$ cat src/rtl/addsub_serial_arbiter.sv
// Two-requester arbiter in front of one shared 4-bit add/subtract slice.
// Operands are processed one nibble per cycle, LSB first, with a registered carry.
module addsub_serial_arbiter #(
  parameter int unsigned WIDTH = 16
) (
  input  logic             clk,
  input  logic             rst,
  input  logic             req0_valid,
  output logic             req0_ready,
  input  logic [WIDTH-1:0] req0_a,
  input  logic [WIDTH-1:0] req0_b,
  input  logic             req0_op,
  input  logic             req1_valid,
  output logic             req1_ready,
  input  logic [WIDTH-1:0] req1_a,
  input  logic [WIDTH-1:0] req1_b,
  input  logic             req1_op,
  output logic             rsp_valid,
  input  logic             rsp_ready,
  output logic             rsp_id,
  output logic [WIDTH-1:0] rsp_s,
  output logic             rsp_cout,
  output logic             rsp_ovf,
  output logic             busy
);

  localparam int unsigned NIB = WIDTH / 4;
  localparam int unsigned CW  = (NIB > 1) ? $clog2(NIB) : 1;

  typedef enum logic [1:0] {IDLE, RUN, DONE} state_t;

  state_t           state, next_state;
  logic [WIDTH-1:0] a_r, b_r, res_r, res_nxt;
  logic             op_r, id_r, carry_r, ptr_r;
  logic [CW-1:0]    cnt_r;
  logic             gnt0, gnt1, accept, last_nib;
  logic [3:0]       a_nib, b_nib;
  logic [4:0]       sum5;
  logic [3:0]       low3;
  logic             c_msb_in;

  // State register
  always_ff @(posedge clk or posedge rst) begin
    if (rst) state <= IDLE;
    else     state <= next_state;
  end

  // Next-state logic
  always_comb begin
    next_state = state;
    case (state)
      IDLE:    if (accept)    next_state = RUN;
      RUN:     if (last_nib)  next_state = DONE;
      DONE:    if (rsp_ready) next_state = IDLE;
      default: next_state = IDLE;
    endcase
  end

  // Grant and handshake outputs; ptr_r=0 favours requester 0 on a tie
  always_comb begin
    gnt0       = req0_valid & (~req1_valid | ~ptr_r);
    gnt1       = req1_valid & ~gnt0;
    req0_ready = (state == IDLE) & gnt0;
    req1_ready = (state == IDLE) & gnt1;
    accept     = req0_ready | req1_ready;
    last_nib   = (state == RUN) && (cnt_r == CW'(NIB - 1));
  end

  // Shared slice: the bit-2 carry is kept separately to form the MSB overflow
  always_comb begin
    a_nib    = a_r[{cnt_r, 2'b00} +: 4];
    b_nib    = b_r[{cnt_r, 2'b00} +: 4] ^ {4{op_r}};
    sum5     = {1'b0, a_nib} + {1'b0, b_nib} + {4'b0000, carry_r};
    low3     = {1'b0, a_nib[2:0]} + {1'b0, b_nib[2:0]} + {3'b000, carry_r};
    c_msb_in = low3[3];
    res_nxt  = res_r;
    res_nxt[{cnt_r, 2'b00} +: 4] = sum5[3:0];
  end

  // Operand latch, nibble walk and response registers
  always_ff @(posedge clk or posedge rst) begin
    if (rst) begin
      a_r       <= '0;
      b_r       <= '0;
      res_r     <= '0;
      op_r      <= 1'b0;
      id_r      <= 1'b0;
      carry_r   <= 1'b0;
      ptr_r     <= 1'b0;
      cnt_r     <= '0;
      rsp_valid <= 1'b0;
      rsp_id    <= 1'b0;
      rsp_s     <= '0;
      rsp_cout  <= 1'b0;
      rsp_ovf   <= 1'b0;
      busy      <= 1'b0;
    end else begin
      busy <= (next_state != IDLE);
      case (state)
        IDLE: begin
          if (accept) begin
            a_r     <= gnt1 ? req1_a : req0_a;
            b_r     <= gnt1 ? req1_b : req0_b;
            op_r    <= gnt1 ? req1_op : req0_op;
            carry_r <= gnt1 ? req1_op : req0_op;
            id_r    <= gnt1;
            ptr_r   <= gnt0;
            cnt_r   <= '0;
            res_r   <= '0;
          end
        end
        RUN: begin
          res_r   <= res_nxt;
          carry_r <= sum5[4];
          cnt_r   <= cnt_r + CW'(1);
          if (last_nib) begin
            rsp_s     <= res_nxt;
            rsp_cout  <= sum5[4];
            rsp_ovf   <= c_msb_in ^ sum5[4];
            rsp_id    <= id_r;
            rsp_valid <= 1'b1;
          end
        end
        DONE: begin
          if (rsp_ready) rsp_valid <= 1'b0;
        end
        default: ;
      endcase
    end
  end

endmodule

$ cat config.mk
export PLATFORM = sky130hd
export DESIGN_NAME = addsub_serial_arbiter
export DESIGN_NICKNAME = d
export VERILOG_FILES = /design/src/rtl/addsub_serial_arbiter.sv
export SDC_FILE = /design/constraint.sdc
export NUM_CORES = 1
export LEC_CHECK = 0
export ABC_AREA = 1
export ABC_CLOCK_PERIOD_IN_PS = 8000
export CAP_MARGIN = 10
export CELL_PAD_IN_SITES_DETAIL_PLACEMENT = 1
export CELL_PAD_IN_SITES_GLOBAL_PLACEMENT = 2
export CORE_AREA = 2 2 115 117
export DETAILED_ROUTE_END_ITERATION = 10
export DIE_AREA = 0 0 117 119
export HOLD_SLACK_MARGIN = 0.15
export PLACE_DENSITY_LB_ADDON = 0.1
export SYNTH_ARGS = -nofsm -noshare
export SYNTH_HDL_FRONTEND = slang
export SYNTH_SLANG_ARGS = --single-unit
$ cat constraint.sdc
create_clock -name clk -period 8 [get_ports clk]
set_clock_uncertainty 0.2 [all_clocks]
set_input_delay 1.6 -clock clk [delete_from_list [all_inputs] [get_ports clk]]
set_output_delay 1.6 -clock clk [all_outputs]
set_load 0.05 [all_outputs]
# == Word level (Yosys, flattened, before mapping) ==
# Index checks and enable logic that the tools add are counted.
# totals
wordCells,68
register_bits,77
# classes
addsub,6
n_bitwise,11
n_mux,17
n_eq_ne,6
shifts,4
reduce_logical,9
# op_table
op,n
2-to-1 mux 16 bit,3
one-hot mux 16 bit (2 select lines),1
variable part select 16 x 5 -> 4 bit,2
bitwise mux 16 bit,1
"variable shift 4 x 6 -> 16 bit, first input constant",1
variable part select 4 x 6 -> 16 bit,1
2-to-1 mux 2 bit,4
"!= test 2 bit, second input constant",3
negator 4 -> 6 bit,1
one-hot mux 2 bit (3 select lines),1
AND reduction 2 bit,3
nonzero test 2 bit,3
adder 4 x 4 -> 5 bit,1
adder 5 x 1 -> 5 bit,1
adder 3 x 3 -> 4 bit,1
adder 4 x 1 -> 4 bit,1
bitwise AND 1 bit,4
"equality test 2 bit, second input constant",2
2-to-1 mux 1 bit,4
one-hot mux 1 bit (2 select lines),2
one-hot mux 2 bit (2 select lines),1
bitwise XOR 4 bit,1
inverter 1 bit,3
AND reduction 3 bit,1
6 further kinds,7

# == Depth between registers and ports, before layout ==
# Gate-level depths: netlist (run 1).
# depth
ltp_word,10
depth_mapped,16
ltp_nobuf,14

# == Least setup slack after synthesis (run 1) ==
# No wires, ideal clock.
# synth_path
kind,input -> output
startpoint,input req1_valid
endpoint,output req1_ready
arrival_ps,2286
slack_ps,3914
t_required_ps,6200
stages,3
cell_sequence,a21boi_4 -> nand3_2 -> inv_1
# synth_via
elab_chain_cells,6
# synth_lines
item,line,source
start: declaration,13,"input logic req1_valid,"
inverter 1 bit,61,gnt0 = req0_valid & (~req1_valid | ~ptr_r);
OR 1 bit,61,
bitwise AND 1 bit,61,
inverter 1 bit,62,gnt1 = req1_valid & ~gnt0;
bitwise AND 1 bit *,62,
bitwise AND 1 bit *,64,req1_ready = (state == IDLE) & gnt1;
end: declaration,14,"output logic req1_ready,"
# Every way passes the cells marked *; elsewhere a longest branch is shown, timed or not.

# == Final worst setup path (run 1) ==
# Same ends and word-level chain as after synthesis.

==> metrics.csv, run 1 <==
metric,value,unit
global router's overall resource usage,16.05,%
post-CTS sizing,0,
initial drt markers,84,
# DRC,0,
initial antenna violation count,0,
share of cells above drive strength 1,4.779,%
Vias/cell,4.646,
Max-Cap Viols,0,
final setup vio count,0,
largest net degree at the start of global routing,74,
Die W,117,um
TritonCTS clock tree,done,
vias in the first global route,3489,
area of the die,0.01392,sq mm
RSZ-0062 raised after global routing,false,
PD cells,455.8,mW/mm^2
H-Tree Depth,3,
synth warn,0,
Setup WS pre-CTS,2.121,ns
relative slew slack,36.84,%
XOR/XNOR share of the synthesized area,1.652,%
io pins,94,
Die H,119,um
"Design Area, Final",0.005067,sq mm
number of library cell types mapped by synthesis,30,
Design Power,2.310,mW
mux share of post-synthesis cell area,0,%
clock sink count,73,
worst-margin pin slew,0.9473,ns
Initial Util,28.82,%
Post-DRT Antenna Nets,0,
CP most frequent cell,clkdlybuf4s50_1,
Post-CTS Setup Inserts,0,
Hold Fails Final Rpt,0,
period utilization,72.43,%
global-route wire length before repair,17420,um
Pleak,2.252,nW
number of buffers created by CTS,9,
# rows,42,
Cells after Synth,457,
CP Class,in -> out,
largest family of logic cells by synthesized area,simple AND/OR/NAND/NOR gates,
# diodes,0,
Final Util,39.36,%
Filler Cell Count,1539,
Hold Crit Class,reg -> reg,
post-synthesis average cell area,8.120,sq um
worst setup margin,2.206,ns
Setup crit start kind,input port,
"EDFF count, synth",0,
fin nets,620,
Adder-Cell Fraction of Synth Area,3.776,%
core area,0.01287,sq mm
fraction of registers with async set/reset,100.0,%
post-DP HPWL,7364,um
CP Cell Sequence,clkdlybuf4s50_1 > a21boi_4 > nand3_2 > inv_1 > clkdlybuf4s50_1,
r2r setup slk,3.86,ns
Synth Flop Type,dfrtp_1,
Root Driver,clkbuf_16,
Worst-Skew Late Latency,0.34,ns
Max Buffers Root-to-Sink,2,
Compound-Gate Fraction of Synth Area,15.10,%
critical path endpoint category,primary output,
Post-Route WL,10390,um
maximum vdd ir drop,0.0001767,V
setup total negative slack,0,ns
Buffers on Ports,93,
CP arrival,3.99,ns
Final Max Slew Viols,0,
Clock Pin Slew Worst Setup and Hold Paths,0.05,ns
wire per inst,14.43,um
routed via count,3345,
crit path max fanout,35,
Syn Nets,538,
Slowest Stage Delay on Critical Path,0.80,ns
"Cell Area, Synth",0.003711,sq mm
Area after DPL,0.004738,sq mm
"slowest stage cell, crit path",clkdlybuf4s50_1,
DR pass1 iterations,4,
grt ovf,0,
"Req. time, crit path",6.20,ns
Synth Register Bits,73,
status,"finished, final reports clean",
hold buffers post-CTS,0,
post-synthesis sequential area ratio,49.22,%
fin crit period,5.794,ns
area grow syn2layout,36.55,%
GPL Wtd Cong,0.7767,
Simple-Gate Fraction of Synth Area,22.56,%
max frequency,172.6,MHz
-- worst max-delay path, delay by kind of cell --
| family | cells | cell delay (ns) |
|---|---|---|
| AND/OR/NAND/NOR | 1 | 0.22 |
| AO/OA/AOI/OAI | 1 | 0.75 |
| buffers and inverters | 3 | 1.42 |
-- where the power goes --
part	total, mW	internal [mW]	switching, mW	leakage, nW
sequential	0.653	0.535	0.118	0.899
clock	0.417	0.267	0.151	0.153
combinational	1.24	0.438	0.802	1.20
-- stage by stage --
| step | cells | hold WS, ns |
|---|---|---|
| after global placement | 703 | 0.2623 |
| after floorplan | 457 | 0.2492 |
| after global routing | 720 | 0.2994 |
| after CTS | 719 | 0.2822 |
| after detailed placement | 703 | 0.2665 |
| final | 720 | 0.2775 |
-- final timing paths --
| check | start | end | cells after the start |
|---|---|---|---|
| worst max-delay path | req1_valid | req1_ready | 5 |
| worst min-delay path | rsp_s[7]$_DFFE_PP0P_ | rsp_s[7]$_DFFE_PP0P_ | 2 |
| worst max register to register | cnt_r[0]$_DFFE_PP0P_ | res_r[6]$_DFFE_PP0P_ | 12 |
| worst min register to register | rsp_s[7]$_DFFE_PP0P_ | rsp_s[7]$_DFFE_PP0P_ | 2 |
| max in group asynchronous | rst | b_r[6]$_DFFE_PP0P_ | 3 |
| min in group asynchronous | rst | a_r[10]$_DFFE_PP0P_ | 3 |
-- layer usage --
metal  routed length (um)  vias up  GRT usage (%)
met2                 5253       55          27.20
li1                     -     1669              -
met5                    0        -              0
met4                  184        0          6.397
met1                 4683     1608          20.34
met3                  271       13          2.341
-- flip-flops by register name, summed over array words and instances (netlist names) --
signal     flops
carry_r        1
a_r           16
cnt_r          2
ptr_r          1
state          2
rsp_ovf        1
busy           1
rsp_s         16
id_r           1
op_r           1
rsp_cout       1
b_r           16
res_r         12
rsp_valid      1
rsp_id         1
-- final cells by class --
cell class,instances,area (sq um),area share (%)
Clock inverter,2,35.03,0.6914
Sequential cell,73,1827,36.05
Tap cell,176,220.2,4.346
Clock buffer,14,274.0,5.407
Multi-Input combinational cell,320,1599,31.56
Timing Repair Buffer,96,965.9,19.06
Inverter,39,146.4,2.889
-- cells in the final DEF, fill, tap and decap left out, types with 7 or more instances in the layout --
cell type | Yosys | layout
a31oi_1 | 32 | 32
clkbuf_16 | 0 | 9
clkdlybuf4s50_1 | 0 | 93
dfrtp_1 | 73 | 73
ha_1 | 8 | 8
inv_1 | 35 | 34
nand2_1 | 146 | 146
nand3_1 | 7 | 7
nand4_1 | 7 | 7
nor2_1 | 46 | 46
o21ai_0 | 23 | 23
o21ai_1 | 8 | 8
o22ai_1 | 13 | 13
-- cell usage after synthesis, types with 2 or more instances --
cell type	n	area, sq um
nand2_1	146	548.0
xor2_1	6	52.55
inv_2	4	15.01
a32oi_1	2	17.52
nor2_1	46	172.7
a21oi_1	6	30.03
dfrtp_1	73	1827
a31oi_1	32	200.2
buf_2	6	30.03
a32o_1	2	20.02
a22oi_1	3	22.52
ha_1	8	100.1
clkbuf_1	10	37.54
nor3_1	2	10.01
o22ai_1	13	81.33
inv_1	35	131.4
o21ai_0	23	115.1
nand3_1	7	35.03
nand4_1	7	43.79
o21ai_1	8	40.04
buf_4	8	60.06
fa_1	2	40.04
-- kinds of logic after synthesis --
kind of cell    count (synthesis)
simple gates                  211
flops                          73
xor+xnor                        7
fa+ha+maj                      10
compound gates                 92
buf+inv                        64
(Power assumes the default switching activity.)
==> run 2: changes to the inputs <==
ABC_CLOCK_PERIOD_IN_PS = 5400   (was 8000)
CORE_AREA = 2 2 119 121   (was 2 2 115 117)
DIE_AREA = 0 0 121 123   (was 0 0 117 119)
clock period = 5.4 ns   (was 8 ns; I/O delays follow)
==> metrics.csv, run 2 (synthesis gave the netlist of run 1 again) <==
metric,value,unit,change
status,"finished, final reports clean",,
# diodes,0,,unchanged
routed via count,3338,,-0.21%
relative slew slack,34.42,%,-2.4 points
# rows,43,,+2.4%
Slowest Stage Delay on Critical Path,0.80,ns,about the same
RR Startpoint,cnt_r[1]$_DFFE_PP0P_,,
post-CTS sizing,0,,unchanged
"slowest stage cell, crit path",clkdlybuf4s50_1,,
Max-Cap Viols,0,,unchanged
fin crit period,4.036,ns,
grt ovf,0,,unchanged
Setup crit start kind,input port,,
initial drt markers,98,,+17%
Worst-Skew Late Latency,0.34,ns,about the same
hold buffers post-CTS,0,,unchanged
CP most frequent cell,clkdlybuf4s50_1,,
Critical path buffers and inverters,3,,unchanged
area of the die,0.01488,sq mm,+6.9%
fin nets,622,,+0.32%
critical path endpoint category,primary output,,
Die W,121,um,+3.4%
number of buffers created by CTS,9,,unchanged
RSZ-0062 raised after global routing,false,,
Hold Fails Final Rpt,0,,unchanged
Vias/cell,4.598,,-1.0%
family with the most delay on the worst path,buffers and inverters,,
H-Tree Depth,3,,unchanged
Clock Pin Slew Worst Setup and Hold Paths,0.06,ns,about the same
area grow syn2layout,37.12,%,
period utilization,74.74,%,
Pleak,2.268,nW,+0.70%
r2r setup slk,2.05,ns,-1.81 ns
Hold Crit Class,reg -> reg,,
initial antenna violation count,0,,unchanged
CP arrival,2.76,ns,-1.23 ns
PD cells,677.9,mW/mm^2,+49%
CP Class,in -> out,,
"Req. time, crit path",4.12,ns,-2.08 ns
Worst Hold End,res_r[3]$_DFFE_PP0P_,,
max frequency,247.8,MHz,
Post-DRT Antenna Nets,0,,unchanged
global-route wire length before repair,17600,um,+1.0%
RR Endpoint,res_r[6]$_DFFE_PP0P_,,
# DRC,0,,unchanged
wire per inst,14.48,um,+0.31%
GPL Wtd Cong,0.7815,,+0.62%
worst hold start,res_r[3]$_DFFE_PP0P_,,
share of cells above drive strength 1,5.495,%,+0.72 points
setup total negative slack,0,ns,unchanged
"most common cell after layout, fill and taps aside",nand2_1,,
Filler Cell Count,1643,,+6.8%
number of cells on the worst reg-to-reg path,12,,unchanged
CP Cell Sequence,clkdlybuf4s50_1 > a21boi_4 > nand3_2 > inv_1 > clkdlybuf4s50_1,,
most frequent cells in the layout,"146 x nand2_1, 93 x clkdlybuf4s50_1, 73 x dfrtp_1, 46 x nor2_1, 34 x inv_1",,
io pins,94,,unchanged
largest net degree at the start of global routing,68,,-8.1%
TritonCTS clock tree,done,,
Die H,123,um,+3.4%
global router's overall resource usage,15.32,%,-0.73 points
Hold Crit Depth,2,,unchanged
Initial Util,27.26,%,-1.6 points
maximum vdd ir drop,0.0001845,V,+4.4%
DR pass1 iterations,4,,unchanged
Buffers on Ports,93,,unchanged
Post-CTS Setup Inserts,0,,unchanged
post-DP HPWL,7763,um,+5.4%
final setup vio count,0,,unchanged
Post-Route WL,10510,um,+1.1%
"Design Area, Final",0.005089,sq mm,+0.42%
Max Buffers Root-to-Sink,2,,unchanged
crit path max fanout,4,,-89%
Largest regs,"a_r (16), b_r (16), rsp_s (16)",,
Area after DPL,0.004758,sq mm,+0.42%
worst-margin pin slew,0.9823,ns,+0.03499 ns
Root Driver,clkbuf_16,,
core area,0.01361,sq mm,+5.7%
clock sink count,73,,unchanged
vias in the first global route,3587,,+2.8%
Final Max Slew Viols,0,,unchanged
run 2: cell count changes in the layout (fill, tap and decap cells not counted):
cell	previous run	this run
clkinv_2	1	5
clkbuf_1	2	0
buf_4	2	4
clkbuf_8	3	0
bufinv_16	1	2
run 2: tightest hold or removal path: cells and delay by family (launching register included):
kind | cells | cell delay (ns)
DFF | 1 | 0.34
and+or+nand+nor | 2 | 0.11
run 2: worst max-delay path by stage:
| stage | start | endpoint | slack, ns | cells past startpoint |
|---|---|---|---|---|
| after floorplan | rst | a_r[0]$_DFFE_PP0P_ | 2.27 | 1 |
| after global placement | req1_valid | req1_ready | 1.39 | 5 |
| after detailed placement | req1_valid | req1_ready | 1.35 | 5 |
| after CTS | req1_valid | req1_ready | 1.35 | 5 |
| after global routing | req0_valid | req0_ready | 1.30 | 4 |
| final | req1_valid | req1_ready | 1.36 | 5 |
run 2: layout make-up:
type | instances | area [sq um] | area share, %
inverter | 39 | 146.4 | 2.877
sequential | 73 | 1827 | 35.90
timing repair buffer | 98 | 980.9 | 19.28
tap | 180 | 225.2 | 4.426
multi-input combinational | 320 | 1599 | 31.42
clock buffer | 9 | 225.2 | 4.426
clock inverter | 7 | 85.08 | 1.672
run 2: layer usage:
layer	global-route usage, %	up-vias	part of all wire [%]
met3	2.721	14	3.0
met1	19.11	1583	46
met5	0	-	0
li1	-	1678	-
met2	25.81	63	49
met4	7.195	0	2.3
run 2: metrics by stage:
stage	util [%]	setup slack, ns	hold WS [ns]	cells	power [mW]
floorplan	-	2.267	0.2492	457	2.304
global placement	34.96	1.395	0.2586	709	2.814
detailed placement	34.96	1.350	0.2684	709	2.853
CTS	37.24	1.347	0.2831	725	3.502
global route	37.38	1.303	0.3188	726	3.789
finish	37.38	1.364	0.2801	726	3.450
run 2: power breakdown:
part / internal (mW) / leakage [nW] / switching [mW]
clock: 0.400 / 0.159 / 0.231
combinational: 0.655 / 1.21 / 1.23
sequential: 0.793 / 0.899 / 0.144
total: 1.85 / 2.27 / 1.60
